`config.mk`:
```
export PLATFORM = sky130hd
export DESIGN_NAME = imem_dmem_arbiter
export DESIGN_NICKNAME = d
export VERILOG_FILES = /design/src/rtl/arb_pkg.sv /design/src/rtl/arb_watchdog.sv /design/src/rtl/imem_dmem_arbiter.sv
export SDC_FILE = /design/constraint.sdc
export NUM_CORES = 1
export LEC_CHECK = 0
export ABC_AREA = 1
export BUFFER_PORTS_ARGS = -buffer_cell sky130_fd_sc_hd__buf_4
export CORE_ASPECT_RATIO = 1.4
export CORE_MARGIN = 2
export CORE_UTILIZATION = 49
export CTS_BUF_LIST = sky130_fd_sc_hd__clkbuf_4 sky130_fd_sc_hd__clkbuf_8
export CTS_CLUSTER_DIAMETER = 30
export DETAILED_ROUTE_END_ITERATION = 8
export GPL_TIMING_DRIVEN = 0
export PLACE_DENSITY_LB_ADDON = 0.2
export SYNTH_ARGS = -nofsm -noshare
export SYNTH_HDL_FRONTEND = slang
export SYNTH_SLANG_ARGS = --single-unit
```
`constraint.sdc`:
```
create_clock -name clk -period 2.1 [get_ports clk]
set_clock_uncertainty 0.15 [all_clocks]
set_input_delay 0.42 -clock clk [delete_from_list [all_inputs] [get_ports clk]]
set_output_delay 0.42 -clock clk [all_outputs]
set_load 0.005 [all_outputs]
```
`src/rtl/arb_pkg.sv`:
```
// -----------------------------------------------------------------------------
// arb_pkg
// Shared definitions for the instruction/data memory arbiter.
//   - FSM state encoding (IDLE, BUSY, DONE)
//   - owner encoding (OWN_IF, OWN_DM)
//   - NOP instruction returned to fetch after a timeout
//   - DMType word access code, matching the core's encode definitions
// -----------------------------------------------------------------------------
package arb_pkg;

   typedef logic [1:0] arb_state_t;

   localparam arb_state_t IDLE = 2'd0;
   localparam arb_state_t BUSY = 2'd1;
   localparam arb_state_t DONE = 2'd2;

   localparam logic OWN_IF = 1'b0;
   localparam logic OWN_DM = 1'b1;

   // addi x0, x0, 0 -- harmless filler for a fetch that never completed
   localparam logic [31:0] NOP_INSN = 32'h0000_0013;

   // DMType code for a full 32-bit access; fetches always use it
   localparam logic [2:0] DM_WORD = 3'b000;

endpackage

```
`src/rtl/arb_watchdog.sv`:
```
// -----------------------------------------------------------------------------
// arb_watchdog
// Counts cycles a memory transaction has been waiting for its ack.
// Ports:
//   clk, reset  : clock and synchronous active-high reset
//   clear       : hold the counter at zero (used whenever no transaction waits)
//   enable      : count this cycle (transaction waiting, no ack seen)
//   expired     : high during the TIMEOUT-th waiting cycle
// -----------------------------------------------------------------------------
module arb_watchdog #(
   parameter int TIMEOUT = 16,
   parameter int CNT_W   = 5
) (
   input  logic clk,
   input  logic reset,
   input  logic clear,
   input  logic enable,
   output logic expired
);

   logic [CNT_W-1:0] count;

   // Counter starts at zero on the first waiting cycle, so the TIMEOUT-th
   // waiting cycle is the one where count holds TIMEOUT-1.
   always_ff @(posedge clk) begin
      if (reset || clear) begin
         count <= '0;
      end else if (enable) begin
         count <= count + 1'b1;
      end
   end

   // Flag the expiry combinationally so the owner FSM can abort in that
   // very cycle instead of waiting one extra cycle.
   assign expired = enable && (count == CNT_W'(TIMEOUT - 1));

endmodule

```
`src/rtl/imem_dmem_arbiter.sv`:
```
// -----------------------------------------------------------------------------
// imem_dmem_arbiter
// Shares one single-ported memory between the instruction-fetch port and the
// data-memory port of the pipelined core. One requester is granted at a
// time; data wins ties because it belongs to the older instruction.
// Ports:
//   clk, reset                 : clock, synchronous active-high reset
//   if_req/if_addr             : fetch request and PC
//   if_rdata/if_ready          : fetched instruction and one-cycle done pulse
//   dm_req/dm_we/dm_addr/
//   dm_wdata/dm_type           : load/store request, DMType width code
//   dm_rdata/dm_ready          : load data and one-cycle done pulse
//   mem_req/mem_we/mem_addr/
//   mem_wdata/mem_type         : registered request to the memory model
//   mem_ack/mem_rdata          : memory completion and read data
//   err                        : sticky timeout flag, cleared only by reset
// -----------------------------------------------------------------------------
module imem_dmem_arbiter
   import arb_pkg::*;
#(
   parameter int TIMEOUT = 16,
   parameter int CNT_W   = 5
) (
   input  logic        clk,
   input  logic        reset,
   input  logic        if_req,
   input  logic [31:0] if_addr,
   output logic [31:0] if_rdata,
   output logic        if_ready,
   input  logic        dm_req,
   input  logic        dm_we,
   input  logic [31:0] dm_addr,
   input  logic [31:0] dm_wdata,
   input  logic [2:0]  dm_type,
   output logic [31:0] dm_rdata,
   output logic        dm_ready,
   output logic        mem_req,
   output logic        mem_we,
   output logic [31:0] mem_addr,
   output logic [31:0] mem_wdata,
   output logic [2:0]  mem_type,
   input  logic        mem_ack,
   input  logic [31:0] mem_rdata,
   output logic        err
);

   arb_state_t state;
   logic       owner;
   logic       wd_expired;
   logic       wd_clear;
   logic       wd_enable;

   assign wd_clear  = (state != BUSY);
   assign wd_enable = (state == BUSY) && !mem_ack;

   arb_watchdog #(
      .TIMEOUT (TIMEOUT),
      .CNT_W   (CNT_W)
   ) u_watchdog (
      .clk     (clk),
      .reset   (reset),
      .clear   (wd_clear),
      .enable  (wd_enable),
      .expired (wd_expired)
   );

   // Grant / transaction sequencer. Requests are only ever evaluated in
   // IDLE; DONE always falls back to IDLE so a requester that is still high
   // from the transaction just finished cannot be regranted back-to-back
   // ahead of a waiting data request. A fetch grant leaves mem_wdata alone.
   always_ff @(posedge clk) begin
      if (reset) begin
         state     <= IDLE;
         owner     <= OWN_IF;
         mem_req   <= 1'b0;
         mem_we    <= 1'b0;
         mem_addr  <= '0;
         mem_wdata <= '0;
         mem_type  <= '0;
         if_rdata  <= '0;
         dm_rdata  <= '0;
         err       <= 1'b0;
      end else begin
         case (state)
            IDLE: begin
               if (dm_req) begin
                  owner     <= OWN_DM;
                  state     <= BUSY;
                  mem_req   <= 1'b1;
                  mem_we    <= dm_we;
                  mem_addr  <= dm_addr;
                  mem_wdata <= dm_wdata;
                  mem_type  <= dm_type;
               end else if (if_req) begin
                  owner     <= OWN_IF;
                  state     <= BUSY;
                  mem_req   <= 1'b1;
                  mem_we    <= 1'b0;
                  mem_addr  <= if_addr;
                  mem_type  <= DM_WORD;
               end
            end
            BUSY: begin
               // An ack in the expiry cycle still counts as a normal completion.
               if (mem_ack) begin
                  if (owner == OWN_DM) begin
                     dm_rdata <= mem_rdata;
                  end else begin
                     if_rdata <= mem_rdata;
                  end
                  mem_req <= 1'b0;
                  state   <= DONE;
               end else if (wd_expired) begin
                  if (owner == OWN_DM) begin
                     dm_rdata <= '0;
                  end else begin
                     if_rdata <= NOP_INSN;
                  end
                  err     <= 1'b1;
                  mem_req <= 1'b0;
                  state   <= DONE;
               end
            end
            DONE: begin
               state <= IDLE;
            end
            default: begin
               state <= IDLE;
            end
         endcase
      end
   end

   // Ready pulses in DONE only while the owner still wants the result, so a
   // fetch flushed mid-transaction completes silently.
   assign if_ready = (state == DONE) && (owner == OWN_IF) && if_req;
   assign dm_ready = (state == DONE) && (owner == OWN_DM) && dm_req;

endmodule

```
==> impl_metrics.csv <==
group,metric,value,unit
sta,fin_crit_sh,94.38,%
floorplan,die_x,100.4,um
cts,cts.path.max_buffers,2,
grt,grt_pass1_wl,29780,um
power_and_ir_drop,p_seq_share,44.9,%
route,wl_per_cell,12.65,um
floorplan,num_rows,49,
grt,grt_pass1_vias,6425,
outcome,status,"completed",
power_and_ir_drop,p_switching,1.956,mW
route,ant_nets,0,
sta,slew_violations,0,
grt,grt_use_total,26.94,%
power_and_ir_drop,clock_power_share,33.3,%
synth,synth_edf_count,0,
synth,synth_compound_area_share,3.748,%
power_and_ir_drop,p_leak,5.075,nW
synth,synth_top_family_by_area,"simple AND/OR/NAND/NOR gates",
min_path,hold_path_class,"in -> reg",
sta,setup_viol,0,
setup_path,crit_path_start,"owner$_SDFFE_PP0P_",
sta,tns,0,ns
synth,synthSimpleGateAreaFrac,37.28,%
synth,synth_area,6376,sq um
synth,ys_seq_area_share,44.58,%
placed_design,hpwl,14180,um
setup_path,cp_max_fo,10,
sta,max-slew-margin-rel,58.66,%
power_and_ir_drop,p_int,4.828,mW
sta,fmax,504.6,MHz
finish,fillCellCount,1104,
finish,mostFrequentLayoutCells,"nand2_1, buf_4, nor2_1, inv_1, dfxtp_1",
placed_design,io_buffers,271,
finish,syn_to_final_growth,42.39,%
route,post_drt_via_cell_ratio,4.593,
route,drtPass1Iterations,5,
finish,final_nets,1454,
floorplan,start_util,50.00,%
synth,synthAdderAreaFrac,0.3925,%
flow_run,drv_cap,0,
route,route.met3.wl,1459,um
setup_path,worst-r2r-cell-count,11,
cts,cts_tree,"yes",
cts,cts_root_buf,"clkbuf_8",
floorplan,io_pins,273,
grt,grt_max_degree,17,
setup_path,r2r_start,"u_watchdog.count[0]$_SDFFE_PP0N_",
power_and_ir_drop,peakVddDrop,0.4931,mV
cts,ctsHtreeMaxLevel,4,
cts,clkSinkCount,142,
synth,synth_mux_area_share,0,%
placed_design,place_congestion,0.8313,
synth,ys_types,19,
setup_path,endpoint_kind,"output port",
finish,diodes,0,
synth,syn_nets,1163,
floorplan,die-area,13950,sq um
synth,yosys_warnings,0,
cts,ctsHoldBuffers,0,
finish,drive_above_1_share,26.51,%
floorplan,core,12750,sq um
sta,fin_crit,1.982,ns
route,wl,18740,um
synth,syn_inst,1024,
grt,overflow,0,
setup_path,cp.arrival,1.41,ns
synth,synth-seq-cells,142,
power_and_ir_drop,p_sw_share,28.83,%
grt,antenna_found_initial,0,
setup_path,path_class,"reg -> out",
synth,synth_ff_type,"dfxtp_1",
sta,fin_hold_ws,0.08926,ns
route,met2_wirelength,9607,um
cts,clkSlewWorstSetupHoldPaths,0.08,ns
synth,postSynthAreaPerCell,6.227,sq um
setup_path,crit-reg2reg-capture,"if_rdata[10]$_SDFFE_PP0P_",
finish,final_common_cell,"nand2_1",
setup_path,rrSetupSlack,0.15,ns
synth,async_reset_ff_share,0,%
setup_path,endpoint,"dm_ready",
route,dr_total_vias,6802,
power_and_ir_drop,combPwrFrac,21.8,%
power_and_ir_drop,power.density,747.3,nW/um^2
floorplan,die_y,139.0,um
setup_path,start_kind,"register",
sta,worst_pin_slew,0.6201,ns
cts,clock_latency,0.43,ns
route,wl_met1,6956,um
synth,synth_xor_area_share,0.1374,%
route,drc,0,
sta,hold_violations,0,
route,dr.first_iter.drc_count,218,
cts,cts_made_buffers,17,
route,highest_layer,"met4",
setup_path,cp.required,1.53,ns
==> worst min path at each step <==
stage	endpoint	cells past startpoint	start	slack [ns]
2_1_floorplan	u_watchdog.count[3]$_SDFFE_PP0N_	2	u_watchdog.count[3]$_SDFFE_PP0N_	0.29
3_3_place_gp	u_watchdog.count[3]$_SDFFE_PP0N_	2	u_watchdog.count[3]$_SDFFE_PP0N_	0.30
3_5_place_dp	u_watchdog.count[3]$_SDFFE_PP0N_	2	u_watchdog.count[3]$_SDFFE_PP0N_	0.30
4_1_cts	mem_wdata[8]$_SDFFE_PP0P_	3	dm_wdata[8]	0.06
5_1_grt	mem_type[2]$_SDFFE_PP0P_	3	dm_type[2]	0.06
6_report	mem_wdata[22]$_SDFFE_PP0P_	3	dm_wdata[22]	0.09
==> critical path: stages (launching register included) <==
cell and delay, ns:
dfxtp_2 0.35, buf_6 0.14, inv_2 0.06, buf_6 0.12, nor3_2 0.16, buf_4 0.15
==> per-layer routing <==
layer | global-route usage, % | up-vias
li1 | - | 3555
met1 | 28.51 | 2959
met2 | 47.33 | 241
met3 | 8.821 | 47
met4 | 12.98 | 0
met5 | 0 | -
==> cells by family after synthesis <==
kind of cell,count (synthesis)
AO/OA/AOI/OAI,47
XOR/XNOR,1
flip-flops,142
adder cells (fa/ha/maj),2
AND/OR/NAND/NOR,616
buffers and inverters,216
==> cell usage after synthesis (2+ instances only) <==
library cell    n  area (sq um)
nand2_1       338          1269
nor2_1        234         878.3
buf_4           4         30.03
dfxtp_1       142          2843
inv_1         159         596.8
buf_1           8         30.03
nand3_1        38         190.2
o21ai_0        37         185.2
nor3_1          2         10.01
buf_6           3         33.78
nand2_2         3         18.77
ha_1            2         25.02
a21oi_1         9         45.04
buf_2          28         140.1
clkbuf_1       13         48.80
==> power groups by stage <==
| stage | combinational [mW] | sequential (mW) | clock [mW] |
|---|---|---|---|
| finish | 1.48 | 3.04 | 2.26 |
| CTS | 1.48 | 3.04 | 2.31 |
| global route | 1.67 | 3.07 | 2.40 |
| detailed placement | 1.46 | 3.10 | 0 |
| global placement | 1.44 | 3.10 | 0 |
| floorplan | 0.707 | 3.12 | 0 |
==> registers in the layout (all words and copies together), names as in the netlist <==
name	count
u_watchdog.count	5
if_rdata	32
err	1
dm_rdata	32
mem_type	3
owner	1
mem_addr	32
mem_we	1
state	2
mem_wdata	32
mem_req	1
==> stage by stage <==
stage               instances  worst slack [ns]  cell area, sq um  power, mW  util, %
floorplan                1024            0.3074              6376      3.822        -
CTS                      1480           0.01061              9032      6.825    70.83
finish                   1481            0.1181              9079      6.784    71.19
global placement         1448           0.03934              8602      4.532    67.45
detailed placement       1448           0.02117              8602      4.564    67.45
global route             1481          -0.02169              9079      7.138    71.19
==> final cells by class <==
| cell class | count | area (sq um) | area share [%] |
|---|---|---|---|
| clock buffers | 18 | 241.5 | 2.660 |
| flip-flops and latches | 142 | 2845 | 31.34 |
| plain buffers | 56 | 327.8 | 3.611 |
| repair buffers | 272 | 2042 | 22.49 |
| multi-input cells | 666 | 2663 | 29.33 |
| clock inverters | 14 | 167.7 | 1.847 |
| inverters | 160 | 600.6 | 6.615 |
| well taps | 153 | 191.4 | 2.109 |
==> repair_timing <==
action | in CTS | in global routing
endpoints found under the setup margin | 3 | 60
gates resized for setup | 7 | 18
buffers inserted | 0 | 1
Power figures use the tool's default switching activity.
